### config.mk
export PLATFORM = sky130hd
export DESIGN_NAME = frv_mem_arbiter
export DESIGN_NICKNAME = d
export VERILOG_FILES = /design/src/rtl/frv_mem_arbiter_pkg.sv /design/src/rtl/frv_mem_arbiter_idq.sv /design/src/rtl/frv_mem_arbiter.sv
export SDC_FILE = /design/constraint.sdc
export NUM_CORES = 1
export LEC_CHECK = 0
export ABC_AREA = 0
export BUFFER_PORTS_ARGS = -buffer_cell sky130_fd_sc_hd__buf_2
export CORE_AREA = 2 2 125 127
export CTS_CLUSTER_SIZE = 12
export DETAILED_ROUTE_END_ITERATION = 10
export DIE_AREA = 0 0 127 129
export SYNTH_ARGS = -nofsm -noshare
export SYNTH_HDL_FRONTEND = slang
export SYNTH_SLANG_ARGS = --single-unit
### constraint.sdc
create_clock -name g_clk -period 1.9 [get_ports g_clk]
set_input_delay 0.285 -clock g_clk [delete_from_list [all_inputs] [get_ports g_clk]]
set_output_delay 0.285 -clock g_clk [all_outputs]
set_load 0.02 [all_outputs]
### src/rtl/frv_mem_arbiter_pkg.sv
// frv_mem_arbiter_pkg: source IDs, limits and helpers shared by the memory arbiter.
package frv_mem_arbiter_pkg;

    // Identifies which core channel owns a bus transaction.
    typedef enum logic {
        FRV_SRC_IMEM = 1'b0,
        FRV_SRC_DMEM = 1'b1
    } frv_src_e;

    // Upper bound on the OUTSTANDING parameter of frv_mem_arbiter.
    localparam int unsigned FRV_MEM_ARB_MAX_OUTSTANDING = 4;

    // The source that is not s; used by round-robin selection.
    function automatic frv_src_e frv_src_other(input frv_src_e s);
        return (s == FRV_SRC_IMEM) ? FRV_SRC_DMEM : FRV_SRC_IMEM;
    endfunction

endpackage

### src/rtl/frv_mem_arbiter_idq.sv
// frv_arb_idq: in-order FIFO of 1-bit source IDs for outstanding bus transactions.
// A push while full is accepted only when a pop happens in the same cycle.
module frv_arb_idq
    import frv_mem_arbiter_pkg::*;
#(
    parameter int unsigned DEPTH = 2
) (
    input  logic     g_clk,
    input  logic     g_reset,
    input  logic     push,
    input  frv_src_e push_id,
    input  logic     pop,
    output frv_src_e head,
    output logic     full,
    output logic     empty
);

    localparam int unsigned PW = (DEPTH > 1) ? $clog2(DEPTH) : 1;
    localparam int unsigned CW = $clog2(DEPTH + 1);
    localparam logic [PW-1:0] LAST_PTR = PW'(DEPTH - 1);
    localparam logic [CW-1:0] FULL_CNT = CW'(DEPTH);

    logic [DEPTH-1:0] id_q, id_d;
    logic [PW-1:0]    wr_ptr_q, wr_ptr_d;
    logic [PW-1:0]    rd_ptr_q, rd_ptr_d;
    logic [CW-1:0]    cnt_q, cnt_d;
    logic             do_push, do_pop;

    assign full  = (cnt_q == FULL_CNT);
    assign empty = (cnt_q == '0);
    assign head  = frv_src_e'(id_q[rd_ptr_q]);

    // Next-state for storage, wrapping pointers and occupancy count.
    always_comb begin
        do_push  = push && (!full || pop);
        do_pop   = pop && !empty;
        id_d     = id_q;
        wr_ptr_d = wr_ptr_q;
        rd_ptr_d = rd_ptr_q;
        cnt_d    = cnt_q;
        if (do_push) begin
            id_d[wr_ptr_q] = push_id;
            wr_ptr_d       = (wr_ptr_q == LAST_PTR) ? '0 : wr_ptr_q + 1'b1;
        end
        if (do_pop) begin
            rd_ptr_d = (rd_ptr_q == LAST_PTR) ? '0 : rd_ptr_q + 1'b1;
        end
        case ({do_push, do_pop})
            2'b10:   cnt_d = cnt_q + 1'b1;
            2'b01:   cnt_d = cnt_q - 1'b1;
            default: cnt_d = cnt_q;
        endcase
    end

    // Queue state registers, cleared asynchronously.
    always_ff @(posedge g_clk or posedge g_reset) begin
        if (g_reset) begin
            id_q     <= '0;
            wr_ptr_q <= '0;
            rd_ptr_q <= '0;
            cnt_q    <= '0;
        end else begin
            id_q     <= id_d;
            wr_ptr_q <= wr_ptr_d;
            rd_ptr_q <= rd_ptr_d;
            cnt_q    <= cnt_d;
        end
    end

endmodule

### src/rtl/frv_mem_arbiter.sv
// frv_mem_arbiter: merges the core's imem/dmem channels onto one memory bus.
// Optional feature macro FRV_MEM_ARB_RR_EN selects round-robin arbitration;
// without it DMEM has fixed priority over IMEM.
module frv_mem_arbiter
    import frv_mem_arbiter_pkg::*;
#(
    parameter int unsigned OUTSTANDING = 2,
    parameter int unsigned XL          = 31
) (
    input  logic          g_clk,
    input  logic          g_reset,

    input  logic          imem_req,
    input  logic          imem_wen,
    input  logic [3:0]    imem_strb,
    input  logic [XL:0]   imem_wdata,
    input  logic [XL:0]   imem_addr,
    output logic          imem_gnt,
    output logic          imem_recv,
    output logic          imem_error,
    output logic [XL:0]   imem_rdata,
    input  logic          imem_ack,

    input  logic          dmem_req,
    input  logic          dmem_wen,
    input  logic [3:0]    dmem_strb,
    input  logic [XL:0]   dmem_wdata,
    input  logic [XL:0]   dmem_addr,
    output logic          dmem_gnt,
    output logic          dmem_recv,
    output logic          dmem_error,
    output logic [XL:0]   dmem_rdata,
    input  logic          dmem_ack,

    output logic          mem_req,
    output logic          mem_wen,
    output logic [3:0]    mem_strb,
    output logic [XL:0]   mem_wdata,
    output logic [XL:0]   mem_addr,
    input  logic          mem_gnt,
    input  logic          mem_recv,
    input  logic          mem_error,
    input  logic [XL:0]   mem_rdata,
    output logic          mem_ack,

    output logic          spurious_resp
);

    frv_src_e sel;
    frv_src_e lock_src_q, lock_src_d;
    frv_src_e last_src_q, last_src_d;
    frv_src_e q_head;
    logic     lock_v_q, lock_v_d;
    logic     spurious_q, spurious_d;
    logic     sel_req, accept;
    logic     q_full, q_empty, q_pop;

    // Source selection: a stalled request stays locked, otherwise apply policy.
    always_comb begin
        sel = FRV_SRC_IMEM;
        if (lock_v_q) begin
            sel = lock_src_q;
        end else if (imem_req && dmem_req) begin
`ifdef FRV_MEM_ARB_RR_EN
            sel = frv_src_other(last_src_q);
`else
            sel = FRV_SRC_DMEM;
`endif
        end else if (dmem_req) begin
            sel = FRV_SRC_DMEM;
        end
    end

    // Request forwarding and grant; a pop in the same cycle frees a full slot,
    // so a new request may still go out while the queue is full.
    always_comb begin
        if (sel == FRV_SRC_DMEM) begin
            sel_req   = dmem_req;
            mem_wen   = dmem_wen;
            mem_strb  = dmem_strb;
            mem_wdata = dmem_wdata;
            mem_addr  = dmem_addr;
        end else begin
            sel_req   = imem_req;
            mem_wen   = imem_wen;
            mem_strb  = imem_strb;
            mem_wdata = imem_wdata;
            mem_addr  = imem_addr;
        end
        mem_req  = sel_req && (!q_full || q_pop);
        accept   = mem_req && mem_gnt;
        imem_gnt = accept && (sel == FRV_SRC_IMEM);
        dmem_gnt = accept && (sel == FRV_SRC_DMEM);
    end

    // Response routing by queue head; with an empty queue responses are discarded.
    always_comb begin
        imem_recv  = 1'b0;
        imem_error = 1'b0;
        imem_rdata = '0;
        dmem_recv  = 1'b0;
        dmem_error = 1'b0;
        dmem_rdata = '0;
        mem_ack    = 1'b0;
        if (!q_empty) begin
            if (q_head == FRV_SRC_IMEM) begin
                imem_recv  = mem_recv;
                imem_error = mem_error;
                imem_rdata = mem_rdata;
                mem_ack    = imem_ack;
            end else begin
                dmem_recv  = mem_recv;
                dmem_error = mem_error;
                dmem_rdata = mem_rdata;
                mem_ack    = dmem_ack;
            end
        end else begin
            mem_ack = mem_recv;
        end
        q_pop = mem_recv && mem_ack && !q_empty;
    end

    // Next-state for lock, last accepted source and sticky spurious flag.
    always_comb begin
        lock_v_d   = lock_v_q;
        lock_src_d = lock_src_q;
        last_src_d = last_src_q;
        spurious_d = spurious_q || (mem_recv && q_empty);
        if (accept) begin
            lock_v_d   = 1'b0;
            last_src_d = sel;
        end else if (mem_req) begin
            lock_v_d   = 1'b1;
            lock_src_d = sel;
        end
    end

    // Arbiter state registers.
    always_ff @(posedge g_clk or posedge g_reset) begin
        if (g_reset) begin
            lock_v_q   <= 1'b0;
            lock_src_q <= FRV_SRC_IMEM;
            last_src_q <= FRV_SRC_IMEM;
            spurious_q <= 1'b0;
        end else begin
            lock_v_q   <= lock_v_d;
            lock_src_q <= lock_src_d;
            last_src_q <= last_src_d;
            spurious_q <= spurious_d;
        end
    end

    assign spurious_resp = spurious_q;

    frv_arb_idq #(
        .DEPTH(OUTSTANDING)
    ) u_idq (
        .g_clk   (g_clk),
        .g_reset (g_reset),
        .push    (accept),
        .push_id (sel),
        .pop     (q_pop),
        .head    (q_head),
        .full    (q_full),
        .empty   (q_empty)
    );

endmodule

==> results of run 1 <==
-- metal layers --
layer	track usage (%)	part of all wire, %
met4	1.36	0.49
met5	0	0.11
met2	23.0	52
met3	2.08	8.6
met1	14.0	39
-- final cells by class --
class	count	area, um2	share of cell area [%]
tap	188	235	5.72
timing repair buffer	348	2010	48.8
antenna	1	2.50	0.0608
sequential	9	228	5.53
multi-input combinational	348	1560	37.8
clock buffer	4	78.8	1.92
inverter	2	7.51	0.182
-- through the flow --
step | setup WS, ns | total power, mW
detailed placement | 0.0689 | 6.69
CTS | -0.0865 | 7.38
floorplan | -0.0169 | 4.36
global placement | 0.0977 | 6.68
global route | -0.0931 | 8.43
finish | -0.0612 | 7.87
-- state kept, by name, indices dropped and copies added, names as in the netlist --
register / count
lock_src_q: 1
u_idq.rd_ptr_q: 1
u_idq.id_q: 2
u_idq.cnt_q: 2
u_idq.wr_ptr_q: 1
lock_v_q: 1
spurious_resp: 1
-- repair_timing --
item,in CTS,in global routing
buffers inserted,7,1
pin swaps,4,3
endpoints found under the setup margin,134,49
gates resized for setup,18,19
cloned,1,5
-- how the worst max path moves through the flow --
stage	startpoint	endpoint	cells past startpoint
after CTS	u_idq.rd_ptr_q	dmem_gnt	6
final	u_idq.rd_ptr_q	dmem_gnt	6
after detailed placement	u_idq.cnt_q[1]	imem_rdata[20]	4
after floorplan	u_idq.rd_ptr_q	u_idq.cnt_q[1]	7
after global placement	u_idq.cnt_q[1]	imem_rdata[20]	4
after global routing	u_idq.rd_ptr_q	dmem_gnt	6
-- logic make-up after synthesis --
group | Yosys count
buffers and inverters | 29
adder cells (fa/ha/maj) | 1
AO/OA/AOI/OAI | 11
flip-flops | 9
XOR/XNOR | 5
multiplexers | 9
AND/OR/NAND/NOR | 321
-- worst reg2reg max path: cells and delay by family, from the launching register on --
family	cells	cell delay (ns)
muxes	3	0.84
DFF	1	0.39
buffers and inverters	2	0.26
AOI/OAI and AO/OA	1	0.24
-- power groups by stage --
| stage | combinational [mW] | clock [mW] | sequential [mW] |
|---|---|---|---|
| floorplan | 4.00 | 0 | 0.354 |
| global placement | 6.30 | 0 | 0.378 |
| detailed placement | 6.31 | 0 | 0.382 |
| CTS | 6.62 | 0.373 | 0.392 |
| global route | 7.62 | 0.381 | 0.426 |
| finish | 7.08 | 0.372 | 0.410 |
-- layout by cell type, fill, tap and decap left out, drive strengths merged --
| cell | netlist | layout |
|---|---|---|
| nand2b | 1 | 1 |
| inv | 2 | 2 |
| a31oi | 1 | 1 |
| a21oi | 1 | 1 |
| xor2 | 2 | 2 |
| mux2 | 5 | 6 |
| nand2 | 243 | 243 |
| nor2 | 75 | 75 |
| mux2i | 4 | 4 |
| dfrtp | 9 | 9 |
| diode | 0 | 1 |
| o211a | 1 | 1 |
| ha | 1 | 1 |
| or2 | 1 | 1 |
| xnor2 | 3 | 3 |
| o21a | 2 | 2 |
| buf | 1 | 340 |
| clkbuf | 26 | 12 |
| o211ai | 5 | 5 |
| and2 | 1 | 1 |
| a21o | 1 | 1 |
==> run_results.csv, run 1 <==
group,metric,value,unit
outcome,status,"finished with violations",
outcome,violations,"setup timing",
yosys,synth_largest_area_cell,"nand2_1",
critical_path,worstSetupPathType,"reg2out",
floorplan,fp-row-count,45,
final_layout,layout-drive-gt1-share,51.8,%
timing,relSlewSlack,74.4,%
yosys,synth_simple_gate_area_share,67.0,%
timing,setup_ws,-0.0612,ns
critical_path,crit_family,"multiplexers",
yosys,synthMuxAreaShare,6.22,%
grt,first_global_vias,2959,
power,power.share.combinational,90.1,%
floorplan,initial_core_util,12.1,%
yosys,yosysWarnings,0,
yosys,yosysSeqAreaShare,12.4,%
timing,drv_slew,0,
yosys,synth-compound-area-share,4.77,%
critical_path,crit_fanout,3,
timing,grt_setup_unrepaired,"yes",
grt,grt_usage,11.9,%
drt,via_count,3518,
yosys,async_reset_ff_share,100,%
yosys,synth_ff_type,"dfrtp_1",
grt,grt_max_degree,37,
grt,grt_pass1_wl,15600,um
yosys,synth_most_common_cell,"nand2_1",
yosys,synth_common_cells,"nand2_1, nor2_1, clkbuf_1",
power,power_leakage,2.69,nW
drt,drt_iter0_drc,108,
drt,routedWlPerCell,13.4,um
yosys,synth_area,1810,um2
yosys,synthAdderAreaFrac,0.692,%
critical_path,crit_chain,"mux2_4, mux2i_4, o211ai_2, buf_6, nor2_4, buf_6",
yosys,synthesis.nets,565,
floorplan,fp.dieW,127,um
timing,hold_slack,0.00915,ns
cts,clock_path_buffers,2,
cts,clk_latency,0.23,ns
timing,fin_setup_tns,-0.137,ns
final_layout,nNetsFinal,892,
final_layout,finalNonFillerCells,900,
yosys,avgSynthCellArea,4.70,um2
critical_path,reg2reg_from,"u_idq.rd_ptr_q",
timing,finalClockSkew,0.000691,ns
cts,clock_sinks,9,
final_layout,finish.instance_area,4120,um2
critical_path,rrSetupSlack,0.05,ns
timing,fmax,510,MHz
run,maxCapViolations,0,
final_layout,final_util,27.5,%
critical_path,arrival,1.68,ns
power,swShare,59.0,%
floorplan,core,15000,um2
final_layout,syn2layout_area_growth,127,%
placement,placed_area,3710,um2
cts,h-tree-depth,1,
yosys,synth.top_cell.area_share,50.4,%
floorplan,ioPinCount,321,
drt,dr.pass1.iters,4,
placement,finalWeightedCongestion,0.852,
critical_path,worst_r2r_endpoint,"u_idq.id_q[1]",
timing,worstMarginPinSlew,0.384,ns
critical_path,cp-end-kind,"output pin",
drt,ant_nets,0,
power,pwr-share-clk,4.7,%
power,share_seq_of_total_power,5.2,%
timing,period_share,103,%
critical_path,slowest_delay,0.39,ns
critical_path,ff2ff_path_depth,6,
hold_path,hold_class,"in2async",
yosys,synthXorXnorAreaFrac,2.42,%
critical_path,cp_slowest_cell,"dfrtp_1",
yosys,ys_ff_latch,9,
cts,cts_buffers,3,
critical_path,timing.critical_path.mode_cell,"buf_6",
power,ir_worst_vdd,698,uV
critical_path,critPathLaunchType,"flip-flop",
critical_path,crit_buf_inv,2,
power,p_sw,4.64,mW
critical_path,critPathRequiredTime,1.62,ns
power,intPower,3.23,mW
cts,path_clk_slew,0.04,ns
drt,wirelength,12000,um
yosys,synth_top_family_by_area,"simple AND/OR/NAND/NOR gates",
yosys,synthCells,385,
cts,tritoncts,"yes",
yosys,synth.area.top_cells,"nand2_1, nor2_1, dfrtp_1",
drt,drc,0,
timing,setup_viol,3,
cts,postCtsHoldBufs,0,
timing,hold_violations,0,
cts,root_buffer,"clkbuf_16",
placement,place_hpwl,9450,um
drt,viasPerCell,3.91,
yosys,yosysUniqueCellTypes,24,
floorplan,die_h,129,um
grt,antenna_found_initial,3,
yosys,synth-edff-count,0,
placement,portBuffers,320,
final_layout,n_fill_cell,1726,
power,p_per_area,1910,nW/um2
grt,grt-ovfl-total,0,
placement,place_inst,881,
floorplan,die_area,16400,um2
timing,min_period,1.96,ns
Note: power is estimated with default switching activity, not from simulation.
==> run 2, diff against run 1 <==
Clock period 1.9 ns to 2.3 ns, I/O delays scaled along.
==> run 2 against run 1 <==
The run now ends clean. Combinational power is 29% lower. Core utilization is 2.6 points lower. Via count is 2.9% lower. First-iteration DRC count is 21% lower. Sequential share of layout area is 0.53 points higher. Sequential cell count stayed put. Final cell count is 2.4% lower. Hold slack better by 0.073 ns. Critical endpoint is now imem_gnt. Largest power group unchanged. Highest routed layer unchanged.
==> run_results.csv, run 2 (synthesis results as in run 1) <==
group,metric,value,unit
final_layout,top_regs,"u_idq.cnt_q: 2 flops, u_idq.id_q: 2 flops",
critical_path,crit_chain,"mux2_4, mux2i_4, o211ai_2, buf_4, nor2_1, buf_4",
drt,via_count,3417,
timing,fmax,454,MHz
drt,viasPerCell,3.89,
grt,use_met1,13.4,%
floorplan,initial_core_util,12.1,%
final_layout,layout_common_cells,"buf_2, nand2_1, nor2_1",
timing,fin_setup_tns,0,ns
grt,grt_pass1_wl,15500,um
drt,dr.pass1.iters,4,
critical_path,critPathRequiredTime,1.96,ns
floorplan,die_h,129,um
timing,worstMarginPinSlew,0.423,ns
timing,min_period,2.20,ns
floorplan,fp.dieW,127,um
floorplan,core,15000,um2
critical_path,critPathLaunchType,"flip-flop",
grt,first_global_vias,3027,
timing,hold_violations,0,
timing,drv_slew,0,
timing,grt_setup_unrepaired,"no",
floorplan,die_area,16400,um2
cts,clk_latency,0.23,ns
drt,drt_iter0_drc,85,
hold_path,hold_class,"in2async",
power,power_leakage,2.52,nW
grt,use_met3,1.83,%
grt,grt_usage,12.0,%
final_layout,nNetsFinal,871,
critical_path,cp-end-kind,"output pin",
final_layout,diodes,0,
grt,grt_max_degree,42,
cts,tritoncts,"yes",
final_layout,layout-drive-gt1-share,49.1,%
cts,postCtsHoldBufs,0,
drt,wirelength,10800,um
cts,clock_path_buffers,2,
timing,finalClockSkew,0.000757,ns
final_layout,final_common_cell,"buf_2",
critical_path,timing.critical_path.mode_cell,"buf_4",
cts,root_buffer,"clkbuf_16",
drt,drc,0,
cts,path_clk_slew,0.04,ns
grt,grt_busiest_layer,"met2",
placement,portBuffers,320,
timing,setup_viol,0,
placement,place_hpwl,9390,um
critical_path,crit_fanout,7,
critical_path,ff2ff_path_depth,6,
run,maxCapViolations,0,
grt,antenna_found_initial,4,
critical_path,slowest_delay,0.44,ns
drt,routedWlPerCell,12.3,um
critical_path,worstSetupPathType,"reg2out",
timing,relSlewSlack,71.8,%
power,p_per_area,1520,nW/um2
floorplan,ioPinCount,321,
timing,period_share,95.8,%
grt,met2_usage,23.8,%
grt,grt-ovfl-total,0,
final_layout,syn2layout_area_growth,106,%
cts,clock_sinks,9,
critical_path,cp_slowest_cell,"dfrtp_2",
critical_path,arrival,1.86,ns
floorplan,fp-row-count,45,
cts,cts_buffers,3,
placement,finalWeightedCongestion,0.708,
cts,h-tree-depth,1,
outcome,status,"completed",
final_layout,final_util,24.9,%
power,ir_worst_vdd,385,uV
drt,ant_nets,0,
power,power,5.66,mW
-- run 2: what timing repair did --
item                       in CTS  in global routing
gates resized for setup         0                  3
buffers inserted                0                  0
setup endpoints to repair       0                  3
-- run 2: final timing paths --
kind	startpoint	to	slack, ns
min	g_reset	lock_v_q	0.08
min in group g_clk	mem_recv	spurious_resp	0.42
max in group asynchronous	g_reset	u_idq.rd_ptr_q	1.94
max	u_idq.rd_ptr_q	imem_gnt	0.1
max reg2reg	u_idq.rd_ptr_q	u_idq.cnt_q[1]	0.43
min reg2reg	spurious_resp	spurious_resp	0.45
-- run 2: metal layers --
metal | vias to the layer above | share of wire [%] | wire length, um
met1 | 1425 | 39 | 4240
li1 | 1769 | - | -
met4 | 2 | 1.2 | 125
met3 | 13 | 7.8 | 851
met2 | 208 | 52 | 5610
met5 | - | 0.15 | 16
-- run 2: power breakdown --
group	switching, mW	total [mW]	internal (mW)
logic	3.38	5.01	1.62
registers	0.114	0.351	0.237
clock network	0.0748	0.306	0.232
-- run 2: worst max-delay path: cells and delay by family, from the launching register on --
kind            cells  cell delay (ns)
simple gates        1             0.11
compound gates      1             0.14
mux                 2             0.61
buf+inv             2             0.33
flops               1             0.44
-- run 2: layout make-up --
class | count | area (um2)
clock buffers | 4 | 78.8
fillers | 1752 | 11200
inverters | 2 | 7.51
multi-input cells | 347 | 1500
flip-flops and latches | 9 | 226
well taps | 188 | 235
repair buffers | 328 | 1690
-- run 2: stage by stage --
| step | hold slack, ns | instances | instance area [um2] | setup WS [ns] |
|---|---|---|---|---|
| floorplan | 0.173 | 385 | 1810 | 0.359 |
| global placement | 0.339 | 874 | 3650 | 0.327 |
| detailed placement | 0.340 | 874 | 3650 | 0.277 |
| CTS | 0.0916 | 878 | 3730 | 0.0235 |
| global route | 0.119 | 878 | 3730 | 0.00549 |
| finish | 0.0819 | 878 | 3730 | 0.0973 |
==> run 3, diff against run 2 <==
Settings changed: SETUP_SLACK_MARGIN set to 0.3.
==> run 3 against run 2 <==
Sequential power down 2%. Critical endpoint is now dmem_rdata[4]. Setup slack better by 0.091 ns. Clock skew up 0.0026 ns.
==> run_results.csv, run 3 (synthesis results as in run 1) <==
group,metric,value,unit
outcome,status,"completed",
timing,hold_violations,0,
grt,grt-ovfl-total,0,
critical_path,cp-end-kind,"output pin",
cts,h-tree-depth,1,
hold_path,hold_class,"in2async",
final_layout,layout-drive-gt1-share,50.7,%
critical_path,critPathLaunchType,"flip-flop",
floorplan,fp-row-count,45,
final_layout,syn2layout_area_growth,119,%
timing,grt_setup_unrepaired,"yes",
power,p_per_area,1550,nW/um2
final_layout,layout_common_cells,"buf_2, nand2_1, nor2_1",
critical_path,rrSetupSlack,0.39,ns
drt,routedWlPerCell,12.5,um
placement,finalWeightedCongestion,0.708,
timing,min_period,2.11,ns
grt,grt_max_degree,42,
floorplan,core,15000,um2
timing,period_share,91.8,%
drt,viasPerCell,3.91,
grt,antenna_found_initial,4,
critical_path,critPathRequiredTime,1.96,ns
final_layout,n_fill_cell,1727,
floorplan,ioPinCount,321,
timing,setup_viol,0,
final_layout,diodes,0,
placement,place_hpwl,9390,um
timing,finalClockSkew,0.00338,ns
cts,postCtsHoldBufs,0,
critical_path,reg2reg_from,"u_idq.rd_ptr_q",
floorplan,die_area,16400,um2
cts,tritoncts,"yes",
grt,first_global_vias,3081,
floorplan,initial_core_util,12.1,%
critical_path,worstSetupPathType,"reg2out",
placement,pre_cts_slack,0.277,ns
drt,ant_nets,0,
timing,fin_setup_tns,0,ns
critical_path,ff2ff_path_depth,7,
critical_path,crit_fanout,16,
timing,setup_ws,0.188,ns
final_layout,final_common_cell,"buf_2",
floorplan,die_h,129,um
final_layout,nNetsFinal,883,
timing,drv_slew,0,
cts,clk_latency,0.24,ns
grt,grt_pass1_wl,15700,um
cts,clock_path_buffers,2,
power,power_leakage,2.62,nW
critical_path,arrival,1.77,ns
cts,cts_buffers,3,
critical_path,worst_r2r_endpoint,"u_idq.cnt_q[1]",
power,power,6.15,mW
floorplan,fp.dieW,127,um
timing,fmax,474,MHz
drt,drt_iter0_drc,106,
cts,path_clk_slew,0.04,ns
grt,grt_usage,12.1,%
critical_path,startpoint,"u_idq.rd_ptr_q",
drt,drc,0,
power,ir_worst_vdd,490,uV
critical_path,endpoint,"dmem_rdata[4]",
run,maxCapViolations,0,
timing,relSlewSlack,74.6,%
final_layout,top_regs,"u_idq.cnt_q: 2 flops, u_idq.id_q: 2 flops",
drt,dr.pass1.iters,4,
cts,clock_sinks,9,
placement,portBuffers,320,
drt,wirelength,11100,um
timing,worstMarginPinSlew,0.381,ns
drt,via_count,3484,
cts,root_buffer,"clkbuf_16",
[run 3: layout make-up]
class	count	area, um2	share of cell area (%)
timing repair buffer	340	1900	48.0
sequential	9	228	5.75
tap	188	235	5.94
inverter	2	7.51	0.190
clock buffer	4	78.8	1.99
multi-input combinational	347	1510	38.1
[run 3: metrics by stage]
| stage | util, % | cells | cell area [um2] | hold slack (ns) |
|---|---|---|---|---|
| 2_1_floorplan | - | 385 | 1810 | 0.173 |
| 3_3_place_gp | 24.4 | 874 | 3650 | 0.339 |
| 3_5_place_dp | 24.4 | 874 | 3650 | 0.340 |
| 4_1_cts | 25.7 | 885 | 3840 | 0.0915 |
| 5_1_grt | 26.4 | 890 | 3960 | 0.119 |
| 6_report | 26.4 | 890 | 3960 | 0.0733 |
[run 3: worst max-delay path, cell delays in order (launching register included)]
cell,delay [ns]
dfrtp_2,0.41
buf_4,0.15
buf_12,0.11
mux2i_4,0.18
buf_12,0.14
buf_12,0.14
nor2_1,0.18
buf_2,0.20
[run 3: per-layer routing]
metal / routed length (um) / share of wire (%) / global-route usage [%] / up-vias
li1: - / - / - / 1792
met1: 4320 / 39 / 13.6 / 1463
met2: 5800 / 52 / 24.2 / 214
met3: 879 / 7.9 / 1.87 / 13
met4: 126 / 1.1 / 2.52 / 2
met5: 16 / 0.14 / 0 / -
[run 3: repair_timing]
item | in CTS | in global routing
pin swaps | 2 | 2
setup buffers | 7 | 4
gates resized for setup | 17 | 14
setup endpoints to repair | 129 | 21
gates cloned | 0 | 1
[run 3: report_power, final]
| part | switching, mW | total, mW | internal (mW) |
|---|---|---|---|
| combinational | 3.51 | 5.50 | 1.98 |
| sequential | 0.106 | 0.345 | 0.239 |
| clock | 0.0803 | 0.312 | 0.232 |
| total | 3.70 | 6.15 | 2.46 |
[run 3: how the worst min path moves through the flow]
stage / from / slack (ns) / endpoint
final: g_reset / 0.07 / lock_src_q
after global routing: g_reset / 0.12 / u_idq.wr_ptr_q
after CTS: g_reset / 0.09 / u_idq.wr_ptr_q
after detailed placement: g_reset / 0.34 / lock_src_q
after global placement: g_reset / 0.34 / lock_src_q
after floorplan: g_reset / 0.17 / lock_src_q
